$ cat src/rtl/fft_pkg.sv
// Shared types and constants for the FFT window stage and its sink.
package fft_pkg;

    localparam int W              = 16;
    localparam int NSAMPLES       = 1024;
    localparam int CW             = 16;
    localparam int IW             = $clog2(NSAMPLES);
    localparam int WINDOW_LATENCY = 3;

    localparam string HANN_FILE = "fft_window_hann.hex";

    typedef logic signed [W-1:0]  sample_t;
    typedef logic [CW-1:0]        coef_t;
    typedef logic [IW-1:0]        idx_t;
    typedef logic signed [W+CW:0] prod_t;

    typedef struct packed {
        logic valid;
        logic sop;
        logic eop;
    } flags_t;

    // Round half toward +inf, drop CW fraction bits, clamp to sample range.
    function automatic sample_t round_sat(input prod_t p);
        prod_t             s;
        logic signed [W:0] r;
        s = p + prod_t'(1 << (CW - 1));
        r = s[W+CW:CW];
        if (r[W] != r[W-1]) begin
            return r[W] ? {1'b1, {(W-1){1'b0}}} : {1'b0, {(W-1){1'b1}}};
        end
        return r[W-1:0];
    endfunction

endpackage

$ cat src/rtl/fft_window_rom.sv
// Hann coefficient ROM, synchronous read; built only with FFT_WINDOW_EN.
`ifdef FFT_WINDOW_EN
module window_rom
    import fft_pkg::*;
(
    input  logic  clk,
    input  idx_t  addr_i,
    output coef_t data_o
);

    coef_t rom [NSAMPLES];
    coef_t data_q;

    function automatic coef_t hann_c(input int n);
        real cr;
        cr = (2.0 ** CW - 1.0) * 0.5 *
             (1.0 - $cos(2.0 * 3.141592653589793 * n / NSAMPLES));
        return coef_t'(longint'($floor(cr + 0.5)));
    endfunction

    initial begin
        for (int i = 0; i < NSAMPLES; i++) begin
            rom[i] = hann_c(i);
        end
    end

    always_ff @(posedge clk) begin
        data_q <= rom[addr_i];
    end

    assign data_o = data_q;

endmodule
`endif

$ cat src/rtl/fft_window.sv
// Streaming Hann window stage: 3-cycle pipeline with frame resync.
// FFT_WINDOW_EN selects Hann multiply; otherwise a rectangular window.
module fft_window
    import fft_pkg::*;
(
    input  logic            clk,
    input  logic            reset,
    input  logic [W-1:0]    in_data,
    input  logic            in_valid,
    output logic [W-1:0]    out_data,
    output logic            out_valid,
    output logic            out_sop,
    output logic            out_eop,
    output logic            frame_err
);

    idx_t    idx_q, idx_d;
    logic    err_q, err_d;
    flags_t  s1_q, s1_d, s2_q, s2_d, s3_q, s3_d;
    sample_t s1_data_q, s1_data_d;
    sample_t s3_data_q, s3_data_d;

`ifdef FFT_WINDOW_EN
    coef_t coef;
    prod_t s2_data_q, s2_data_d;

    window_rom u_rom (
        .clk    (clk),
        .addr_i (idx_q),
        .data_o (coef)
    );
`else
    sample_t s2_data_q, s2_data_d;
`endif

    always_comb begin
        idx_d = idx_q;
        err_d = 1'b0;
        if (in_valid) begin
            idx_d = idx_q + 1'b1;
        end else if (idx_q != '0) begin
            // Broken burst: restart the frame and flag the partial one.
            idx_d = '0;
            err_d = 1'b1;
        end

        s1_d.valid = in_valid;
        s1_d.sop   = in_valid && (idx_q == '0);
        s1_d.eop   = in_valid && (idx_q == idx_t'(NSAMPLES - 1));
        s1_data_d  = in_data;

        s2_d = s1_q;
`ifdef FFT_WINDOW_EN
        s2_data_d = prod_t'(s1_data_q) * prod_t'({1'b0, coef});
`else
        s2_data_d = s1_data_q;
`endif

        s3_d = s2_q;
`ifdef FFT_WINDOW_EN
        s3_data_d = round_sat(s2_data_q);
`else
        s3_data_d = s2_data_q;
`endif
    end

    always_ff @(posedge clk) begin
        if (!reset) begin
            idx_q     <= '0;
            err_q     <= 1'b0;
            s1_q      <= '0;
            s2_q      <= '0;
            s3_q      <= '0;
            s1_data_q <= '0;
            s2_data_q <= '0;
            s3_data_q <= '0;
        end else begin
            idx_q     <= idx_d;
            err_q     <= err_d;
            s1_q      <= s1_d;
            s2_q      <= s2_d;
            s3_q      <= s3_d;
            s1_data_q <= s1_data_d;
            s2_data_q <= s2_data_d;
            s3_data_q <= s3_data_d;
        end
    end

    assign out_data  = s3_data_q;
    assign out_valid = s3_q.valid;
    assign out_sop   = s3_q.sop;
    assign out_eop   = s3_q.eop;
    assign frame_err = err_q;

endmodule

$ cat config.mk
export PLATFORM = sky130hd
export DESIGN_NAME = fft_window
export DESIGN_NICKNAME = d
export VERILOG_FILES = /design/src/rtl/fft_pkg.sv /design/src/rtl/fft_window_rom.sv /design/src/rtl/fft_window.sv
export SDC_FILE = /design/constraint.sdc
export NUM_CORES = 1
export LEC_CHECK = 0
export ABC_CLOCK_PERIOD_IN_PS = 1450
export BUFFER_PORTS_ARGS = -buffer_cell sky130_fd_sc_hd__buf_2
export CAP_MARGIN = 20
export CORE_ASPECT_RATIO = 1.1
export CORE_UTILIZATION = 35
export DETAILED_ROUTE_END_ITERATION = 8
export GPL_ROUTABILITY_DRIVEN = 0
export HOLD_SLACK_MARGIN = 0.12
export SLEW_MARGIN = 15
export SYNTH_ARGS = -nofsm -noshare
export SYNTH_HDL_FRONTEND = slang
export SYNTH_SLANG_ARGS = --single-unit
$ cat constraint.sdc
create_clock -name clk -period 1.45 [get_ports clk]
set_input_delay 0.29 -clock clk [delete_from_list [all_inputs] [get_ports clk]]
set_output_delay 0.29 -clock clk [all_outputs]
set_load 0.01 [all_outputs]
* After elaboration in Yosys (flattened, before gate mapping) *
Cells that the tools add are included.

word-level totals
  output and inout bits = 20
  memory bits (read-only) = 0
  memories = 0
  RAM bits = 0
  bits in latches = 0
  flip-flop bits (word level) = 68

operators by class
  mux-type cells = 3
  eq/ne operators = 1
  bitwise operators = 1
  multiply operators = 0
  reductions and logical operators = 6
  $add $sub $neg = 1
  order comparisons = 0
  div/mod/pow operators = 0
  shift-type cells = 0

operators with widths
  operator                                                         number
  10-bit 2-to-1 mux                                                2
  10-bit by 1-bit adder with 10-bit output, second input constant  1
  10-bit == test, second input constant                            1
  10-bit logical NOT                                               1
  10-bit nonzero test                                              1
  1-bit logical AND                                                2
  2-bit nonzero test                                               1
  2-bit OR reduction                                               1
  1-bit 2-to-1 mux                                                 1
  1-bit inverter                                                   1

* Longest topological paths before layout *
  word-level depth = 3
  depth in mapped cells = 4

* Least setup slack after synthesis *
OpenSTA, ideal clock, no wires.

  path kind = reg-to-reg
  from = register idx_q[1]
  to = register idx_q[8]
  period minus slack after synthesis = 1.287 ns
  data arrival time = 1.216 ns
  path slack = 0.163 ns
  setup time = 0.072 ns
  cell stages (with the launch flop) = 5
  cells stage by stage = dfxtp_1 ha_1 nand4_1 or3_1 a21oi_1

between the ends
  longest elaborated chain between the ends = 2

ends and longest elaborated chain
  element                                                                                 line                                source
  from (decl)                                                                             fft_window.sv:17                    idx_t idx_q, idx_d;
  from (signal assigned)                                                                  fft_window.sv:78                    idx_q <= idx_d;
  10-bit by 1-bit adder with 10-bit output / 10-bit nonzero test (equally long branches)  fft_window.sv:40, fft_window.sv:41
  10-bit 2-to-1 mux / 2-bit nonzero test (equally long branches)                          n/a

Several ways; a longest one is shown, not always the timed one.
A chain may end at the register's enable or synchronous reset.

* Worst setup path after layout *
  from = register idx_q[2]
  to = register idx_q[9]

The elaborated chain is that of the path after synthesis.

==> results.json <==
{
  "htree_levels": 3,
  "postPlaceCellArea_um2": 2300,
  "cts_setup_buffers": 0,
  "finalNonFillerCells": 303,
  "max_cap_violations": 0,
  "critPathLaunch": "idx_q[2]",
  "cts-root-buf": "clkbuf_8",
  "syn_nets": 198,
  "syn_inst": 177,
  "dr.pass1.iters": 4,
  "ys_ff_latch": 68,
  "fp.dieW_um": 74.4,
  "synthArstFlopShare_pct": 0,
  "synth.most_common_cell": "dfxtp_1",
  "leakagePower_nw": 1.10,
  "clock_sinks": 68,
  "seqCellArea_um2": 1360,
  "worstSkewPairLatency_ns": 0.33,
  "min_from": "in_data[1]",
  "ys_top_cells_by_area": "dfxtp_1, and2_1, a21oi_1, ha_1, nand3_1",
  "grt.total_usage_pct": 11.0,
  "seqPwrFrac_pct": 51.4,
  "r2r-start": "idx_q[2]",
  "grt_antenna_before_repair": 0,
  "tns_ns": 0,
  "nFillCells": 530,
  "cts_buffers": 9,
  "drv_slew": 0,
  "skew_ns": 0.00809,
  "portBuffers": 38,
  "yosysSeqAreaShare_pct": 67.5,
  "pwr-share-clk_pct": 45.2,
  "synth_common_cells": "dfxtp_1, and2_1, clkbuf_1",
  "ys_warn_count": 0,
  "start_kind": "flop",
  "ant_nets": 0,
  "cp_max_fo": 6,
  "yosys.area.top_type": "dfxtp_1",
  "num_antenna_cells": 0,
  "clkTransAtPathRegs_ns": 0.08,
  "nets": 244,
  "grt-ovfl-total": 0,
  "die-area_um2": 6070,
  "synth.top_cell.area_share_pct": 67.5,
  "vias_per_cell": 4.07,
  "status": "complete, no violations",
  "ir_worst_vdd_mv": 0.503,
  "pre_cts_ws_ns": 0.0593,
  "dp.final_hpwl_um": 1820,
  "fin_area_um2": 2530,
  "synthFlopType": "dfxtp_1",
  "cts_tree": "done",
  "grt_max_degree": 33,
  "netlist_area_um2": 2020,
  "synth_edf_count": 0,
  "fin_ws_ns": 0.108,
  "final.period_utilization_pct": 92.5,
  "required_ns": 1.72,
  "clk_path_buf_depth": 2,
  "grt_pass1_vias": 1084,
  "area_growth_pct": 25.4,
  "worst-setup-path-type": "reg -> reg",
  "ys_types": 23,
  "switching_share_pct": 20.4,
  "power.share.combinational_pct": 3.4,
  "std_cell_rows": 28,
  "fmax_ghz": 0.745,
  "min_period_ns": 1.34,
  "coreArea_um2": 5470,
  "power.density_nw_per_um2": 1500,
  "drive_gt1_share_pct": 27.2,
  "crit_path_end_kind": "flop",
  "num_io_pins": 39,
  "drc": 0,
  "arrival_ns": 1.61,
  "start_util_pct": 36.9,
  "hold_viol_final": 0,
  "relSlewSlack_pct": 84.8,
  "rsz0062_at_grt": "false",
  "drtIter0Drc": 45,
  "final-setup-viol-count": 0,
  "wl_per_cell_um": 9.33,
  "internal-power_mw": 3.02,
  "totalWireLength_um": 2830,
  "hp-class": "in -> reg",
  "post-place-cells": 287,
  "hold_slack_ns": 0.159,
  "multiInputGateArea_um2": 617,
  "vias": 1233,
  "die_h_um": 81.6,
  "grt_pass1_wl_um": 4730,
  "tightest_slew_ns": 0.227,
  "syn_avg_cell_area_um2": 11.4,
  "netSwitchingPower_mw": 0.775
}
==> power by group through the flow <==
stage	combinational [mW]	clock [mW]	sequential (mW)
finish	0.130	1.71	1.95
global route	0.152	1.84	1.96
CTS	0.133	1.76	1.95
detailed placement	0.133	0	1.99
global placement	0.132	0	1.99
floorplan	0.0680	0	2.00
==> sequential cells by signal, summed over array words and instances (netlist names) <==
name and cells:
idx_q 10, s1_q 3, s2_data_q 16, out_eop 1
s2_q 3, s1_data_q 16, out_sop 1, out_data 16
out_valid 1, frame_err 1
==> final timing paths <==
| path | endpoint | slack (ns) | cells past startpoint |
|---|---|---|---|
| worst max-delay path | idx_q[9] | 0.11 | 3 |
| worst min-delay path | s1_data_q[1] | 0.16 | 2 |
| worst max register to register | idx_q[9] | 0.11 | 3 |
| worst min register to register | out_data[13] | 0.43 | 1 |
==> placed cells by master, fill, tap and decap left out, types with 3 or more instances in the layout <==
cell and n:
clkbuf_8 10, nor2_1 4, a21oi_1 5, o21ai_0 5, buf_2 38, buf_4 3
and2_1 54, nand3_1 5, nand2_1 3, dfxtp_1 66, inv_1 5
==> kinds of logic after synthesis <==
| kind of cell | after synthesis | share of synthesized area (%) |
|---|---|---|
| flops | 68 | 67.5 |
| simple gates | 81 | 24.7 |
| xor+xnor | 3 | 1.30 |
| compound gates | 12 | 3.23 |
| fa+ha+maj | 2 | 1.24 |
| buf+inv | 11 | 2.05 |
==> metal layers <==
| layer | up-vias | part of all wire, % | global-route usage (%) |
|---|---|---|---|
| met5 | - | 0 | 0 |
| met4 | 0 | 1.9 | 9.43 |
| met3 | 5 | 5.9 | 5.40 |
| met2 | 33 | 43 | 16.2 |
| met1 | 536 | 49 | 11.6 |
| li1 | 659 | - | - |
==> cell type report <==
| type | count | share of cell area (%) |
|---|---|---|
| Inverter | 5 | 0.742 |
| Multi-Input combinational cell | 98 | 24.4 |
| Sequential cell | 68 | 53.9 |
| Tap cell | 75 | 3.71 |
| Clock inverter | 6 | 3.41 |
| Clock buffer | 10 | 5.44 |
| Timing Repair Buffer | 41 | 8.41 |
==> what timing repair did <==
item	4_1_cts	5_1_grt
setup endpoints to repair	0	2
gates resized for setup	0	3
hold buffers	0	0
==> worst max-delay path: stages, from the launching register on <==
cell and delay (ns):
dfxtp_1 0.45, nand4_2 0.19, or4_1 0.49, a21oi_1 0.14
==> metrics by stage <==
stage	utilization, %	power, mW
after floorplan	-	2.07
after global placement	42.1	2.12
after detailed placement	42.1	2.12
after CTS	46.2	3.84
after global routing	46.3	3.95
final	46.3	3.79
(Power assumes the default switching activity.)
